[src/rtl/arith_pkg.sv]
// Shared definitions for the arithmetic blocks: controller state encoding
// and the default operand width.
package arith_pkg;

    localparam int ARITH_W = 4;

    typedef enum logic [1:0] {
        S_IDLE = 2'd0,
        S_RUN  = 2'd1,
        S_DONE = 2'd2
    } state_t;

endpackage : arith_pkg

[src/rtl/full_subtractor.sv]
// Combinational 1-bit full subtractor: d = a - b - bin, with borrow out.
module full_subtractor (
    input  logic a,
    input  logic b,
    input  logic bin,
    output logic d,
    output logic bout
);

    assign d    = a ^ b ^ bin;
    assign bout = (~a & b) | (~(a ^ b) & bin);

endmodule : full_subtractor

[src/rtl/serial_subtractor.sv]
// Bit-serial LSB-first subtractor: one full_subtractor cell reused over WIDTH
// cycles, with a start/busy/done handshake and registered Diff/BorrowOut.
module serial_subtractor
    import arith_pkg::*;
#(
    parameter  int WIDTH = ARITH_W,
    localparam int CNT_W = $clog2(WIDTH + 1)
) (
    input  logic             clk,
    input  logic             rst_n,
    input  logic             start,
    input  logic [WIDTH-1:0] A,
    input  logic [WIDTH-1:0] B,
    output logic             busy,
    output logic             done,
    output logic [WIDTH-1:0] Diff,
    output logic             BorrowOut
);

    localparam logic [CNT_W-1:0] LAST_CNT = CNT_W'(WIDTH - 1);

    state_t           state_reg;
    state_t           state_next;
    logic [WIDTH-1:0] a_sh_reg;
    logic [WIDTH-1:0] b_sh_reg;
    logic [WIDTH-1:0] diff_sh_reg;
    logic [WIDTH-1:0] diff_sh_next;
    logic [CNT_W-1:0] cnt_reg;
    logic             borrow_reg;
    logic [WIDTH-1:0] diff_reg;
    logic             borrow_out_reg;

    logic             load;
    logic             step;
    logic             finish;
    logic             cell_d;
    logic             cell_bout;

    full_subtractor u_cell (
        .a    (a_sh_reg[0]),
        .b    (b_sh_reg[0]),
        .bin  (borrow_reg),
        .d    (cell_d),
        .bout (cell_bout)
    );

    // Each new difference bit enters at the MSB, so after WIDTH steps the
    // first (LSB) result bit has walked down to bit 0.
    assign diff_sh_next = {cell_d, diff_sh_reg[WIDTH-1:1]};

    always_ff @(posedge clk or negedge rst_n) begin
        if (!rst_n) begin
            state_reg <= S_IDLE;
        end else begin
            state_reg <= state_next;
        end
    end

    always_comb begin
        state_next = state_reg;
        busy       = 1'b0;
        done       = 1'b0;
        load       = 1'b0;
        step       = 1'b0;
        finish     = 1'b0;
        case (state_reg)
            S_IDLE: begin
                if (start) begin
                    load       = 1'b1;
                    state_next = S_RUN;
                end
            end
            S_RUN: begin
                busy = 1'b1;
                step = 1'b1;
                if (cnt_reg == LAST_CNT) begin
                    finish     = 1'b1;
                    state_next = S_DONE;
                end
            end
            S_DONE: begin
                busy       = 1'b1;
                done       = 1'b1;
                state_next = S_IDLE;
            end
            default: begin
                state_next = S_IDLE;
            end
        endcase
    end

    always_ff @(posedge clk or negedge rst_n) begin
        if (!rst_n) begin
            a_sh_reg       <= '0;
            b_sh_reg       <= '0;
            diff_sh_reg    <= '0;
            cnt_reg        <= '0;
            borrow_reg     <= 1'b0;
            diff_reg       <= '0;
            borrow_out_reg <= 1'b0;
        end else if (load) begin
            a_sh_reg    <= A;
            b_sh_reg    <= B;
            diff_sh_reg <= '0;
            cnt_reg     <= '0;
            borrow_reg  <= 1'b0;
        end else if (step) begin
            a_sh_reg    <= a_sh_reg >> 1;
            b_sh_reg    <= b_sh_reg >> 1;
            diff_sh_reg <= diff_sh_next;
            cnt_reg     <= cnt_reg + CNT_W'(1);
            borrow_reg  <= cell_bout;
            // Visible results change only here, on the RUN->DONE edge.
            if (finish) begin
                diff_reg       <= diff_sh_next;
                borrow_out_reg <= cell_bout;
            end
        end
    end

    assign Diff      = diff_reg;
    assign BorrowOut = borrow_out_reg;

endmodule : serial_subtractor

[config.mk]
export PLATFORM = sky130hd
export DESIGN_NAME = serial_subtractor
export DESIGN_NICKNAME = d
export VERILOG_FILES = /design/src/rtl/arith_pkg.sv /design/src/rtl/full_subtractor.sv /design/src/rtl/serial_subtractor.sv
export SDC_FILE = /design/constraint.sdc
export NUM_CORES = 1
export LEC_CHECK = 0
export BUFFER_PORTS_ARGS = -buffer_cell sky130_fd_sc_hd__clkbuf_2
export CORE_MARGIN = 10
export CORE_UTILIZATION = 54
export CTS_CLUSTER_SIZE = 12
export DETAILED_ROUTE_END_ITERATION = 6
export GPL_TIMING_DRIVEN = 0
export PLACE_DENSITY = 0.77
export SYNTH_ARGS = -nofsm -noshare
export SYNTH_HDL_FRONTEND = slang
export SYNTH_HIERARCHICAL = 1
export SYNTH_SLANG_ARGS = --single-unit
export TNS_END_PERCENT = 50
[constraint.sdc]
create_clock -name clk -period 2.1 [get_ports clk]
set_clock_uncertainty 0.05 [all_clocks]
set_input_delay 0.105 -clock clk [delete_from_list [all_inputs] [get_ports clk]]
set_output_delay 0.105 -clock clk [all_outputs]
set_load 0.1 [all_outputs]
==> results of run 1 <==
[logic make-up after synthesis]
| kind of cell | synth area share [%] |
|---|---|
| XOR/XNOR | 0.7965 |
| adder cells (fa/ha/maj) | 9.784 |
| flip-flops | 50.06 |
| AND/OR/NAND/NOR | 7.965 |
| AO/OA/AOI/OAI | 6.144 |
| multiplexers | 18.89 |
| buffers and inverters | 6.371 |
[cells in the final DEF, fill, tap and decap left out, types with 5 or more instances in the layout]
cell,synthesis,layout
clkbuf_2,0,17
dfrtp_1,22,22
dlygate4sd3_1,0,9
ha_1,7,7
inv_1,7,7
mux2_4,5,5
mux2i_1,11,11
nand2_1,10,10
nor2_1,7,7
o21ai_0,6,6
[power breakdown]
group	total [W]	internal, W	switching (W)	leakage [nW]
registers	0.000712	0.000602	0.000110	0.285
logic	0.00120	0.000404	0.000795	0.377
clock network	0.000181	0.0000666	0.000114	0.0138
total	0.00209	0.00107	0.00102	0.677
[layout make-up]
type / instances / area, um^2 / share of cell area, %
Tap cell: 27 / 33.78 / 2.538
Inverter: 8 / 32.53 / 2.444
Buffer: 4 / 37.54 / 2.820
Timing Repair Buffer: 26 / 175.2 / 13.16
Sequential cell: 22 / 550.5 / 41.35
Multi-Input combinational cell: 56 / 479.2 / 36.00
Clock buffer: 3 / 22.52 / 1.692
[Yosys cell counts (all sizes together)]
cell type and count:
xnor2 1, a211oi 1, nand2 10, nor2 7, o21ai 8, fa 1
buf 4, inv 8, ha 7, mux2i 11, nand3 1, and2 1
mux2 7, o22ai 1, dfrtp 22
[per-stage QoR]
stage          utilization, %  total power [W]  cells  hold slack [ns]
4_1_cts                 68.56         0.002113    146           0.1788
6_report                68.56         0.002092    146           0.1731
3_3_place_gp            62.76         0.001871    134          0.05724
2_1_floorplan               -         0.001723     90          -0.2406
3_5_place_dp            62.76         0.001921    134          0.05838
5_1_grt                 68.56         0.002250    146           0.1780
[layer usage]
metal | vias up | track usage, % | part of all wire [%]
met5 | - | 0 | 0
met4 | 0 | 3.209 | 0.64
met3 | 2 | 3.898 | 6.3
met2 | 17 | 17.98 | 51
met1 | 337 | 11.29 | 42
li1 | 354 | - | -
[path summary, 6_finish.rpt]
| kind | endpoint | from | cells after the start | slack (ns) |
|---|---|---|---|---|
| worst max-delay path | busy | state_reg[0] | 3 | 0.43 |
| worst min-delay path | state_reg[0] | start | 3 | 0.17 |
| worst max register to register | state_reg[1] | state_reg[1] | 6 | 0.51 |
| worst min register to register | Diff[3] | Diff[3] | 1 | 0.47 |
| max in group asynchronous | b_sh_reg[3] | rst_n | 2 | 1.39 |
| min in group asynchronous | cnt_reg[0] | rst_n | 2 | 0.26 |
[repair_timing]
action,CTS,global route
endpoints found under the setup margin,0,0
hold endpoints to repair,30,0
hold buffers,9,0
[worst max-delay path, delay by kind of cell, from the launching register on]
kind,cells,cell delay (ns)
adder cells (fa/ha/maj),1,0.28
buffers and inverters,2,0.54
flip-flops,1,0.41
==> results.cfg, run 1 <==
[floorplanning]
die_w_um = 65.13
ios = 18
die_area_um2 = 4242
rows = 16
fp.dieH_um = 65.13
core_area_um2 = 1942
initial_utilization_pct = 56.64

[clock_tree]
cts_resized = 0
numCtsBuffers = 3
cts_sinks = 22
cts_tree = yes
clock-root-buffer = clkbuf_4
cts_max_path_buffers = 2
cts.htree.levels = 1
clk_pin_slew_ns = 0.11
insertion_delay_ns = 0.29
post_cts_buffers = 0

[placement]
dpl_cell_area_um2 = 1219
place_hpwl_um = 1462
globalplace.congestion = 0.7393
pre_cts_slack_ns = 0.5145
io_buffers = 17

[synth]
synth-seq-area-share_pct = 50.06
synth_area_um2 = 1100
ys_warn_count = 6
synthesis.nets = 109
synth_top_area_share_pct = 50.06
synth_seq_cells = 22
synthTopCellsByArea = dfrtp_1 (50%), mux2i_1 (10%), ha_1 (8.0%)
yosysUniqueCellTypes = 19
avgSynthCellArea_um2 = 12.22
synth_cells = 90
yosys.area.top_type = dfrtp_1

[grt]
grt_max_degree = 23
grt_pass1_wl_um = 3539
track_usage_pct = 10.29
antenna_found_initial = 0
grt_overflow = 0
grt_pass1_vias = 788

[sta]
hold_viol = 0
period_needed_ns = 1.671
clock.fmax_mhz = 598.5
tightestPinTransition_ns = 0.5364
layout_setup_ws_ns = 0.4292
slew_violations = 0
setup_violations = 0
maxSlewHeadroom_pct = 64.24
rsz0062_at_grt = false
fin_crit_sh_pct = 79.56
tns_ns = 0

[job]
drv_cap = 0

[routing]
drt_first_pass_iters = 4
drt_iter0_drc = 11
post_drt_wl_per_cell_um = 13.84
num_vias = 710
avgViaCountPerCell = 4.863
drt-total-wl_um = 2021
ant_nets = 0
drc = 0

[critical_path]
critPathKind = reg2out
worst_setup_path_end_kind = primary output
crit_path_start_kind = flip-flop
cpPeakStageDelay_ns = 0.45
cp.required_ns = 1.95
crit_path_cell_trace = inv_1, ha_1, clkbuf_2
critPathSlowestCell = clkbuf_2
worst-path-max-fanout = 4
worstPathArrival_ns = 1.52

[pwr]
p_per_area_nw_per_um2 = 1571
irDropWorstVdd_mv = 1.025
p_leak_nw = 0.6767

[layout]
finalNetCount = 140
drive_above_1_share_pct = 26.89
nFillCells = 162
syn_to_final_growth_pct = 21.05
design_area_um2 = 1331
n_antenna_cell = 0

[worst_hold_path]
hold_class = in2reg

[status]
status = finished, final reports clean
No activity file was read; power rests on OpenSTA's default activity.
==> inputs of run 2 (changes only) <==
--- a/config.mk
+++ b/config.mk
@@ -7,11 +7,11 @@
 export LEC_CHECK = 0
 export BUFFER_PORTS_ARGS = -buffer_cell sky130_fd_sc_hd__clkbuf_2
 export CORE_MARGIN = 10
-export CORE_UTILIZATION = 54
+export CORE_UTILIZATION = 49
 export CTS_CLUSTER_SIZE = 12
 export DETAILED_ROUTE_END_ITERATION = 6
 export GPL_TIMING_DRIVEN = 0
-export PLACE_DENSITY = 0.77
+export PLACE_DENSITY = 0.74
 export SYNTH_ARGS = -nofsm -noshare
 export SYNTH_HDL_FRONTEND = slang
 export SYNTH_HIERARCHICAL = 1
==> constraint.sdc (replaced) <==
create_clock -name clk -period 1.5 [get_ports clk]
set_clock_uncertainty 0.05 [all_clocks]
set_input_delay 0.075 -clock clk [delete_from_list [all_inputs] [get_ports clk]]
set_output_delay 0.075 -clock clk [all_outputs]
set_load 0.1 [all_outputs]
==> run 2 against run 1 <==
The flow now finishes with violations (negative setup slack). First-iteration DRC count grew 64%. Wire length rose by 0.45%. Die area grew 7.0%. Power up 64%. Design area is 8.4% higher. Hold slack worse by 0.091 ns. Critical path depth rose by 3. Clock power rose to 2.5 times the previous value.
==> results.cfg, run 2 (same netlist as run 1, synthesis figures left out) <==
[floorplanning]
die_w_um = 67.38
ios = 18
rows = 17
fp.dieH_um = 67.38
die_area_um2 = 4539
core_area_um2 = 2170
initial_utilization_pct = 50.69

[routing]
wl_met1_um = 903
drt-total-wl_um = 2030
avgViaCountPerCell = 4.804
post_drt_wl_per_cell_um = 13.27
num_vias = 735
routed.top_layer = met4
ant_nets = 0
route.met2.wl_um = 979
drt_first_pass_iters = 3
drt_iter0_drc = 18
wl_met3_um = 105
drc = 0

[layout]
utilization_pct = 66.49
seq_area_um2 = 550.5
layout_commonest_cell = dfrtp_1
finalNetCount = 145
design_area_um2 = 1443
multiInputGateArea_um2 = 504.2
drive_above_1_share_pct = 36.00
mostFrequentLayoutCells = dfrtp_1 (22), clkbuf_2 (15), mux2i_1 (11)
nFillCells = 167
n_antenna_cell = 0
syn_to_final_growth_pct = 31.17

[worst_hold_path]
hold_class = in2reg

[critical_path]
crit_path_start_kind = flip-flop
worst-path-max-fanout = 6
cp.required_ns = 1.66
worstPathArrival_ns = 1.70
worst_setup_path_end_kind = flip-flop
cp_top_family = flip-flops
critPathSlowestCell = dfrtp_1
critPathKind = reg2reg
cp.buffers_inverters = 3
crit_path_cell_trace = inv_2, ha_4, buf_6, inv_4, o22ai_4, mux2_4
cpPeakStageDelay_ns = 0.44

[grt]
grt_pass1_wl_um = 3318
grt_pass1_vias = 775
grt_overflow = 0
grt_max_degree = 23
track_usage_pct = 9.540
antenna_found_initial = 0

[clock_tree]
clock-root-buffer = clkbuf_4
insertion_delay_ns = 0.32
numCtsBuffers = 3
cts_sinks = 22
clk_pin_slew_ns = 0.12
cts.htree.levels = 1
cts_tree = yes
cts_max_path_buffers = 2

[sta]
tightestPinTransition_ns = 0.5376
period_needed_ns = 1.541
slew_violations = 0
rsz0062_at_grt = true
hold_ws_ns = 0.08245
layout_setup_ws_ns = -0.04085
maxSlewHeadroom_pct = 64.16
setup_violations = 2
hold_viol = 0
clock.fmax_mhz = 649.0
fin_crit_sh_pct = 102.7

[status]
violations = negative setup slack
status = finished, violations left

[placement]
io_buffers = 17
place_hpwl_um = 1408
globalplace.congestion = 0.6924
dpl_cell_area_um2 = 1220
pre_cts_slack_ns = -0.07462

[pwr]
p_per_area_nw_per_um2 = 2381
p_leak_nw = 0.7272
irDropWorstVdd_mv = 1.722
finalPower_w = 0.003435

[job]
drv_cap = 0
-- run 2: report_power, final --
group          internal, W  switching (W)
Combinational     0.000804        0.00116
Sequential        0.000842       0.000166
Clock             0.000271       0.000190
-- run 2: layer usage --
| metal | track usage (%) | up-vias |
|---|---|---|
| li1 | - | 363 |
| met5 | 0 | - |
| met3 | 3.140 | 5 |
| met2 | 14.93 | 15 |
| met1 | 11.56 | 352 |
| met4 | 4.615 | 0 |
-- run 2: repair_timing --
item | CTS | global route
hold buffers | 9 | 0
pin swaps | 0 | 1
hold endpoints to repair | 30 | 0
resized for setup | 5 | 12
buffers inserted | 0 | 5
endpoints found under the setup margin | 7 | 12
-- run 2: metrics by stage --
stage,cells,setup TNS [ns]
finish,153,-0.07658
detailed placement,135,-0.1478
floorplan,90,0
global route,153,-0.1606
global placement,135,-0.1021
CTS,148,-0.1036
-- run 2: path summary, 6_finish.rpt --
path | start | to | slack (ns) | cells after the start
setup / recovery | state_reg[1] | state_reg[0] | -0.04 | 6
hold / removal | start | cnt_reg[2] | 0.08 | 3
setup reg to reg | state_reg[1] | state_reg[0] | -0.04 | 6
hold reg to reg | Diff[0] | Diff[0] | 0.47 | 1
max in group asynchronous | rst_n | state_reg[0] | 0.84 | 2
min in group asynchronous | rst_n | diff_sh_reg[1] | 0.19 | 2
-- run 2: cell type report --
class / instances / share of cell area, %
buffer: 4 / 2.602
tap: 28 / 2.428
clock buffer: 3 / 1.561
sequential: 22 / 38.16
multi-input combinational: 56 / 34.95
clock inverter: 1 / 2.082
inverter: 8 / 2.255
timing repair buffer: 31 / 15.96
-- run 2: worst reg2reg max path, stage by stage (launching register included) --
cell and delay (ns):
dfrtp_1 0.44, inv_2 0.12, ha_4 0.13, buf_6 0.13, inv_4 0.05, o22ai_4 0.20, mux2_4 0.32
